`src/rtl/tank_pkg.sv`:
```
// Shared constants, types and overlap helper for the tank frame-rate blocks.
package tank_pkg;

  localparam logic [1:0] MODE_PLAY = 2'b10;

  typedef enum logic [1:0] {
    ALIVE     = 2'd0,
    HIT_FLASH = 2'd1,
    INVULN    = 2'd2,
    DEAD      = 2'd3
  } hit_state_t;

  localparam logic [9:0] TANK_SIZE_DEF   = 10'd32;
  localparam logic [9:0] BULLET_SIZE_DEF = 10'd3;

  // One-axis overlap of a point against [lo, lo+size-1] grown by rad on each side.
  // Carried in 11 bits and written without subtraction on the point side so a box
  // near 0 or near 1023 never wraps.
  function automatic logic span_hit(input logic [9:0] pos, input logic [9:0] lo,
                                    input logic [9:0] size, input logic [9:0] rad);
    logic [10:0] w_pos_hi;
    logic [10:0] w_box_hi;
    w_pos_hi = {1'b0, pos} + {1'b0, rad};
    w_box_hi = {1'b0, lo} + {1'b0, size} - 11'd1 + {1'b0, rad};
    return (w_pos_hi >= {1'b0, lo}) && ({1'b0, pos} <= w_box_hi);
  endfunction

endpackage

```
`src/rtl/frame_edge_detect.sv`:
```
// Synchronises the vsync-rate frame clock into Clk and emits a one-Clk pulse per
// rising edge, two Clk after the input rises.
module frame_edge_detect (
  input  logic Clk,
  input  logic Reset,
  input  logic i_frame_clk,
  output logic o_fe
);

  logic r_meta;
  logic r_sync;
  logic r_prev;

  // Two-flop synchroniser plus a delayed copy for edge detection.
  always_ff @(posedge Clk) begin
    if (Reset) begin
      r_meta <= 1'b0;
      r_sync <= 1'b0;
      r_prev <= 1'b0;
    end else begin
      r_meta <= i_frame_clk;
      r_sync <= r_meta;
      r_prev <= r_sync;
    end
  end

  assign o_fe = r_sync & ~r_prev;

endmodule

```
`src/rtl/tank_hit_tracker.sv`:
```
// Tank hit tracker: bursts the opponent bullet on overlap and runs this tank's
// health through ALIVE / HIT_FLASH / INVULN / DEAD. Define TANK_REGEN_EN to let
// health regenerate by one every REGEN_FRAMES frames while ALIVE and damaged.
module tank_hit_tracker
  import tank_pkg::*;
#(
  parameter logic [9:0] TANK_SIZE     = TANK_SIZE_DEF,
  parameter logic [9:0] BULLET_SIZE   = BULLET_SIZE_DEF,
  parameter logic [2:0] MAX_HEALTH    = 3'd3,
  parameter logic [7:0] FLASH_FRAMES  = 8'd30,
  parameter logic [7:0] INVULN_FRAMES = 8'd60
`ifdef TANK_REGEN_EN
  ,
  parameter logic [9:0] REGEN_FRAMES  = 10'd600
`endif
) (
  input  logic       Clk,
  input  logic       Reset,
  input  logic       i_frame_clk,
  input  logic [1:0] i_mode,
  input  logic [9:0] i_bullet_x,
  input  logic [9:0] i_bullet_y,
  input  logic       i_bullet_active,
  input  logic [9:0] i_tank_x,
  input  logic [9:0] i_tank_y,
  output logic       o_stop_bullet,
  output logic       o_hit_pulse,
  output logic [2:0] o_health,
  output logic       o_dead,
  output logic       o_flash
);

  logic       w_fe;
  logic       w_play;
  logic       w_overlap;
  logic       w_new_hit;
  logic       r_stop;
  logic       r_stop_prev;
  hit_state_t r_state,  w_state_d;
  logic [2:0] r_health, w_health_d;
  logic [7:0] r_cnt,    w_cnt_d;
  logic       r_hit,    w_hit_d;
`ifdef TANK_REGEN_EN
  logic [9:0] r_regen,  w_regen_d;
`endif

  frame_edge_detect u_fe (
    .Clk         (Clk),
    .Reset       (Reset),
    .i_frame_clk (i_frame_clk),
    .o_fe        (w_fe)
  );

  assign w_play    = (i_mode == MODE_PLAY);
  assign w_overlap = span_hit(i_bullet_x, i_tank_x, TANK_SIZE, BULLET_SIZE) &
                     span_hit(i_bullet_y, i_tank_y, TANK_SIZE, BULLET_SIZE);
  // A lingering overlap is a single impact; only a fresh stop_bullet counts.
  assign w_new_hit = r_stop & ~r_stop_prev;

  // Registered burst request, raised in every state while in play.
  always_ff @(posedge Clk) begin
    if (Reset) begin
      r_stop      <= 1'b0;
      r_stop_prev <= 1'b0;
    end else begin
      r_stop      <= w_overlap & i_bullet_active & w_play;
      r_stop_prev <= r_stop;
    end
  end

  // Next-state logic for the hit FSM, frame counter and health.
  always_comb begin
    w_state_d  = r_state;
    w_health_d = r_health;
    w_cnt_d    = r_cnt;
    w_hit_d    = 1'b0;
`ifdef TANK_REGEN_EN
    w_regen_d  = r_regen;
`endif
    if (!w_play) begin
      w_state_d  = ALIVE;
      w_health_d = MAX_HEALTH;
      w_cnt_d    = 8'd0;
`ifdef TANK_REGEN_EN
      w_regen_d  = 10'd0;
`endif
    end else begin
      unique case (r_state)
        ALIVE: begin
          if (w_new_hit) begin
            w_hit_d    = 1'b1;
            w_cnt_d    = 8'd0;
            w_health_d = (r_health == 3'd0) ? 3'd0 : r_health - 3'd1;
            w_state_d  = (r_health <= 3'd1) ? DEAD : HIT_FLASH;
`ifdef TANK_REGEN_EN
            w_regen_d  = 10'd0;
          end else if (r_health >= MAX_HEALTH) begin
            w_regen_d  = 10'd0;
          end else if (w_fe) begin
            if (r_regen == REGEN_FRAMES - 10'd1) begin
              w_regen_d  = 10'd0;
              w_health_d = r_health + 3'd1;
            end else begin
              w_regen_d  = r_regen + 10'd1;
            end
`endif
          end
        end
        HIT_FLASH: begin
          if (w_fe) begin
            if (r_cnt == FLASH_FRAMES - 8'd1) begin
              w_state_d = INVULN;
              w_cnt_d   = 8'd0;
            end else begin
              w_cnt_d   = r_cnt + 8'd1;
            end
          end
        end
        INVULN: begin
          if (w_fe) begin
            if (r_cnt == INVULN_FRAMES - 8'd1) begin
              w_state_d = ALIVE;
              w_cnt_d   = 8'd0;
            end else begin
              w_cnt_d   = r_cnt + 8'd1;
            end
          end
        end
        DEAD: begin
        end
        default: w_state_d = ALIVE;
      endcase
    end
  end

  // State registers.
  always_ff @(posedge Clk) begin
    if (Reset) begin
      r_state  <= ALIVE;
      r_health <= MAX_HEALTH;
      r_cnt    <= 8'd0;
      r_hit    <= 1'b0;
`ifdef TANK_REGEN_EN
      r_regen  <= 10'd0;
`endif
    end else begin
      r_state  <= w_state_d;
      r_health <= w_health_d;
      r_cnt    <= w_cnt_d;
      r_hit    <= w_hit_d;
`ifdef TANK_REGEN_EN
      r_regen  <= w_regen_d;
`endif
    end
  end

  // Blink: slow toggle while flashing, slower while invulnerable.
  always_comb begin
    o_flash = 1'b0;
    if (r_state == HIT_FLASH)   o_flash = r_cnt[2];
    else if (r_state == INVULN) o_flash = r_cnt[3];
  end

  assign o_stop_bullet = r_stop;
  assign o_hit_pulse   = r_hit;
  assign o_health      = r_health;
  assign o_dead        = (r_state == DEAD);

endmodule

```
`config.mk`:
```
export PLATFORM = sky130hd
export DESIGN_NAME = tank_hit_tracker
export DESIGN_NICKNAME = d
export VERILOG_FILES = /design/src/rtl/tank_pkg.sv /design/src/rtl/frame_edge_detect.sv /design/src/rtl/tank_hit_tracker.sv
export SDC_FILE = /design/constraint.sdc
export NUM_CORES = 1
export LEC_CHECK = 0
export BUFFER_PORTS_ARGS = -buffer_cell sky130_fd_sc_hd__buf_2
export CELL_PAD_IN_SITES_DETAIL_PLACEMENT = 1
export CELL_PAD_IN_SITES_GLOBAL_PLACEMENT = 1
export CORE_MARGIN = 3
export CORE_UTILIZATION = 44
export CTS_CLUSTER_SIZE = 16
export DETAILED_ROUTE_END_ITERATION = 7
export PLACE_DENSITY = 0.89
export SETUP_SLACK_MARGIN = 0.4
export SLEW_MARGIN = 20
export SYNTH_ARGS = -nofsm -noshare
export SYNTH_HDL_FRONTEND = slang
export SYNTH_SLANG_ARGS = --single-unit
```
`constraint.sdc`:
```
create_clock -name Clk -period 6 [get_ports Clk]
set_clock_uncertainty 0.05 [all_clocks]
set_input_delay 0.6 -clock Clk [delete_from_list [all_inputs] [get_ports Clk]]
set_output_delay 0.6 -clock Clk [all_outputs]
set_load 0.01 [all_outputs]
```
Word level (Yosys, flattened, before mapping)
Cells that the tools add are included.
{ "op_classes": {"add_sub_neg": 10, "magnitude_cmp": 5, "n_eq_ne": 11, "muxes": 17, "n_bitwise": 9, "reduce_logical": 10} }
{ "ops": {"columns": ["op", "count"], "rows": [
  ["$mux W8", 5],
  ["$pmux W8 S3", 1],
  ["$add A10 B2 Y11 const B", 2],
  ["$add A10 B6 Y11 const B", 2],
  ["$add A11 B2 Y11 const B", 2],
  ["$ge A11 B10 Y1", 2],
  ["$le A10 B11 Y1", 2],
  ["$sub A11 B1 Y11 const B", 2],
  ["$mux W2", 6],
  ["$add A8 B1 Y8 const B", 1],
  ["$eq A8 B5 Y1 const B", 1],
  ["$eq A8 B6 Y1 const B", 1],
  ["$eq A2 B2 Y1 const B", 3],
  ["$ne A2 B2 Y1 const B", 3],
  ["$pmux W2 S3", 1],
  ["$reduce_and A6 Y1", 1],
  ["$and A1 B1 Y1", 5],
  ["$ne A2 B1 Y1 const B", 2],
  ["$not A1 Y1", 4],
  ["$reduce_and A4 Y1", 1],
  ["$le A3 B1 Y1 const B", 1],
  ["$logic_not A3 Y1", 1],
  ["$mux W1", 3],
  ["$mux W3", 1],
  ["8 further kinds", 9]
]} }
{ "word_totals": {"regBits": 19, "wordCells": 71} }

Logic depth before layout (Yosys ltp)
{ "depth": {"word_depth": 8, "mapped_depth": 12, "mapped_depth_nobuf": 12} }

Modules after synthesis
Synthesis repeated with hierarchy kept, for this count alone.
{ "hier_totals": {"hier_cells": 296, "hier_area_um2": 2416.1} }
{ "by_module_without_submodules": {"columns": ["module", "n_inst", "cells_per_inst", "area_per_inst_um2", "seq_area_each_um2"], "rows": [
  ["tank_hit_tracker", 1, 289, 2328.5, 320.3],
  ["frame_edge_detect", 1, 7, 87.6, 60.1]
]} }

Worst setup path after synthesis
OpenSTA, ideal clock, no wires.
{ "synth_path": {"kind": "input -> register", "from": "input i_tank_x[1]", "to": "register r_stop (netlist: o_stop_bullet)", "setup_time_ns": 0.103, "t_arrival_ns": 2.661, "required_time_ns": 5.847, "slack_ns": 3.185, "stages": 11, "path_buffers": 0, "cell_sequence": "ha_1 and3_1 o21ai_0 nor2_1 xnor2_1 ha_1 a21oi_1 nand2_1 a2111oi_2 o311ai_1 a2111oi_2"} }
{ "synth_between": {"elab_chain_len": 8, "word_cells_on_any_way": 9} }
{ "synth_rtl": {"columns": ["element", "line_no", "source"], "rows": [
  ["start: declaration", "tank_hit_tracker.sv:24", "input logic [9:0] i_tank_x,"],
  ["$add A10 B6 Y11", "tank_pkg.sv:24", "w_box_hi = {1'b0, lo} + {1'b0, size} - 11'd1 + {1'b0, rad};"],
  ["$sub A11 B1 Y11", "tank_pkg.sv:24", null],
  ["$add A11 B2 Y11", "tank_pkg.sv:24", null],
  ["$le A10 B11 Y1", "tank_pkg.sv:25", "return (w_pos_hi >= {1'b0, lo}) && ({1'b0, pos} <= w_box_hi);"],
  ["$logic_and A1 B1 Y1 *", "tank_pkg.sv:25", null],
  ["$and A1 B1 Y1 *", "tank_hit_tracker.sv:55", "assign w_overlap = span_hit(i_bullet_x, i_tank_x, TANK_SIZE, BULLET_SIZE) &"],
  ["$and A1 B1 Y1 * (2 in series)", "tank_hit_tracker.sv:66", "r_stop <= w_overlap & i_bullet_active & w_play;"],
  ["end signal: assignment", "tank_hit_tracker.sv:66", null],
  ["end: declaration", "tank_hit_tracker.sv:37", "logic r_stop;"]
]} }
Every way passes the cells marked *; elsewhere a longest branch is shown, timed or not.
A chain may end at the register's enable or synchronous reset.

Final worst setup path
Same ends and word-level chain as after synthesis.

==> results.md <==
- Core area: 5200 um2
- Most frequent cells in the layout: 52 x ha_1, 52 x buf_2, 36 x inv_1
- CTS HTree Levels: 1
- Placed Instances: 416
- Mapped cell area: 2400 um2
- Synth Register Bits: 19
- Largest net degree at the start of global routing: 12
- Post-Route Setup TNS: 0 ps
- DIE WIDTH: 79.9 um
- Synth Instances: 295
- Ys Warns: 0
- Setup Slack @ Placement: 2630 ps
- Outcome: finished, final reports clean
- Hold-fix buffers, CTS: 0
- Tightest Pin Transition: 825 ps
- Worst Setup Slack, final: 2900 ps
- Final hold slack: 405 ps
- Starting Density: 46.2%
- Fin. Hold Viols: 0
- DR iter-0 viols: 82
- Total I/O pin count: 53
- Maximum vdd ir drop: 0.0987 mV
- Area of the multi-input gates: 1880 um2
- Pleak: 1.32 nW
- Worst-Skew Late Latency: 260 ps
- Area share of fa/ha/maj cells after synthesis: 27.1%
- Syn Area/Cell: 8.15 um2
- Top cell type's share of synthesized area: 27.1%
- Mux cell area share after synthesis: 0.416%
- Setup CP Type: in2reg
- HPWL after DPL: 5.96 mm
- Port Buffer Count: 52
- Largest family of logic cells by synthesized area: adder cells
- CP max stage cell: a2111oi_2
- Top cell type by total area after synthesis: ha_1
- Antenna violations before repair: 0
- Synth cell types: 45
- DRC viols: 0
- Final Routed Wirelength: 6.87 mm
- Diode count: 0
- Power Density: 130 nW/um2
- Gr ovfl total: 0
- Cell Rows: 26
- Net Count, Synth: 393
- Global-route wire length before repair: 11.7 mm
- Post-CTS Resized: 0
- Reg clk slew, reported paths: 70 ps
- Cell Chain, Critical Path: buf_2 > ha_1 > and3_1 > o21ai_0 > nor2_1 > xnor2_1 > ha_1 > a21oi_1 > nand2_1 > a2111oi_2 > o311ai_1 > a2111oi_2
- Area contributors post-synth: ha_1 27%, dfxtp_1 16%, xnor2_1 10%
- Fmax: 323 MHz
- Max-slew headroom: 44.9%
- Period utilisation layout: 51.7%
- Layout cell share with drive strength beyond 1: 18.3%
- Final Wtd Congestion: 0.930
- Worst Setup End Kind: register
- Max-Cap Viols: 0
- Num Clock Sinks: 19
- Antenna violation net count after detailed routing: 0
- Crit path largest cell delay: 340 ps
- CP Launch Type: input port
- All-Layer GR Usage: 22.7%
- RSZ-0062 raised after global routing: no
- Longest Clk Path Bufs: 2
- Post-Synth Simple-Gate Area: 20.8%
- Die height: 79.9 um
- Post-synthesis xor/xnor area fraction: 13.1%
- Non-Filler Instances: 420
- Data required, critical path: 6100 ps
- Total power: 364 uW
- Die area: 6390 um2
- Final setup viols: 0
- Period minus WS final: 3100 ps
- CTS tree: done
- Nets: 449
- FF+latch area: 380 um2
- DR vias: 2342
- Complex-gate fraction of the synthesized area: 17.0%
- FF-to-FF setup slack: 3750 ps
- DR pass1 iterations: 4
- Number of global-route vias before repair: 2524
- Root Driver: clkbuf_8
- Setup repair bufs after CTS: 0
- Vias/cell: 5.58
- Max FO, Critical Path: 5
- DR WL/cell: 16.4 um
- Post-synthesis sequential area ratio: 15.8%
- HP Class: reg2reg
- Fin. max-slew vios: 0
- Filler cells: 673
- TritonCTS buffer count: 3
- Critical path arrival: 3200 ps
- Area Overhead vs Synth: 16.2%
[worst max-delay path, delay by kind of cell]
kind            cells  cell delay (ps)
compound gates      5             1340
xor+xnor            1              150
fa+ha+maj           2              540
buf+inv             1              130
simple gates        3              430
[kinds of logic (layout without fill, tap and decap cells)]
family                     Yosys count  in the layout
xor gates and xnor gates            36             36
adders and majority gates           52             52
AOI/OAI and AO/OA                   56             56
DFF                                 19             19
and+or+nand+nor                     94             94
buffers and inverters               37             92
muxes                                1              1
[per-layer routing]
| metal | GRT usage [%] | routed length, um |
|---|---|---|
| met5 | 0 | 0 |
| met4 | 7.60 | 153 |
| met3 | 1.92 | 240 |
| met2 | 42.3 | 3580 |
| met1 | 27.0 | 2900 |
[metrics by stage]
stage | instance area, um2 | utilization (%)
after floorplan | 2400 | -
after global placement | 2750 | 52.8
after detailed placement | 2750 | 52.8
after CTS | 2790 | 53.7
after global routing | 2790 | 53.7
final | 2790 | 53.7
[state kept, by name, indices dropped and copies added, names as in the netlist]
| signal | flops |
|---|---|
| r_cnt | 8 |
| o_health | 3 |
| r_state | 2 |
| o_hit_pulse | 1 |
| o_stop_bullet | 1 |
| r_stop_prev | 1 |
| u_fe.r_meta | 1 |
| u_fe.r_prev | 1 |
| u_fe.r_sync | 1 |
[cell type report]
| class | count | area share [%] |
|---|---|---|
| multi-input cells | 239 | 67.4 |
| flip-flops and latches | 19 | 13.6 |
| repair buffers | 52 | 9.31 |
| inverters | 36 | 4.84 |
| well taps | 70 | 3.13 |
| clock buffers | 3 | 1.48 |
| clock inverters | 1 | 0.179 |
[synthesized netlist by cell type (all sizes together)]
cell type,instances
nand2,17
nor2,19
o21a,2
buf,1
nand3,13
a31oi,1
dfxtp,19
o221ai,1
a311oi,2
or4,1
or3,2
o211a,1
nor2b,8
inv,36
a21oi,13
o311ai,1
nand4b,1
or2,2
nand3b,3
o21ai,13
a211oi,5
o31ai,2
nor3b,1
ha,52
mux2i,1
and3b,1
nand4,11
and3,4
o41ai,2
or3b,1
xnor2,28
a2111oi,2
a21o,5
o2111ai,1
nor4,2
a221oi,1
nor3,5
and4,1
nand2b,2
a221o,1
xor2,8
a41oi,3
[path summary, 6_finish.rpt]
path / start / to / cells past startpoint
worst max-delay path: i_tank_x[1] / o_stop_bullet / 12
worst min-delay path: u_fe.r_meta / u_fe.r_sync / 1
worst max register to register: r_state[0] / r_state[1] / 7
worst min register to register: u_fe.r_meta / u_fe.r_sync / 1
[power by group]
part	leakage (nW)	internal, mW	switching (mW)	total [mW]
clock network	0.0255	0.0462	0.0446	0.0908
logic	1.14	0.0648	0.0815	0.146
registers	0.154	0.127	0.000346	0.127
Note: power is estimated with default switching activity, not from simulation.
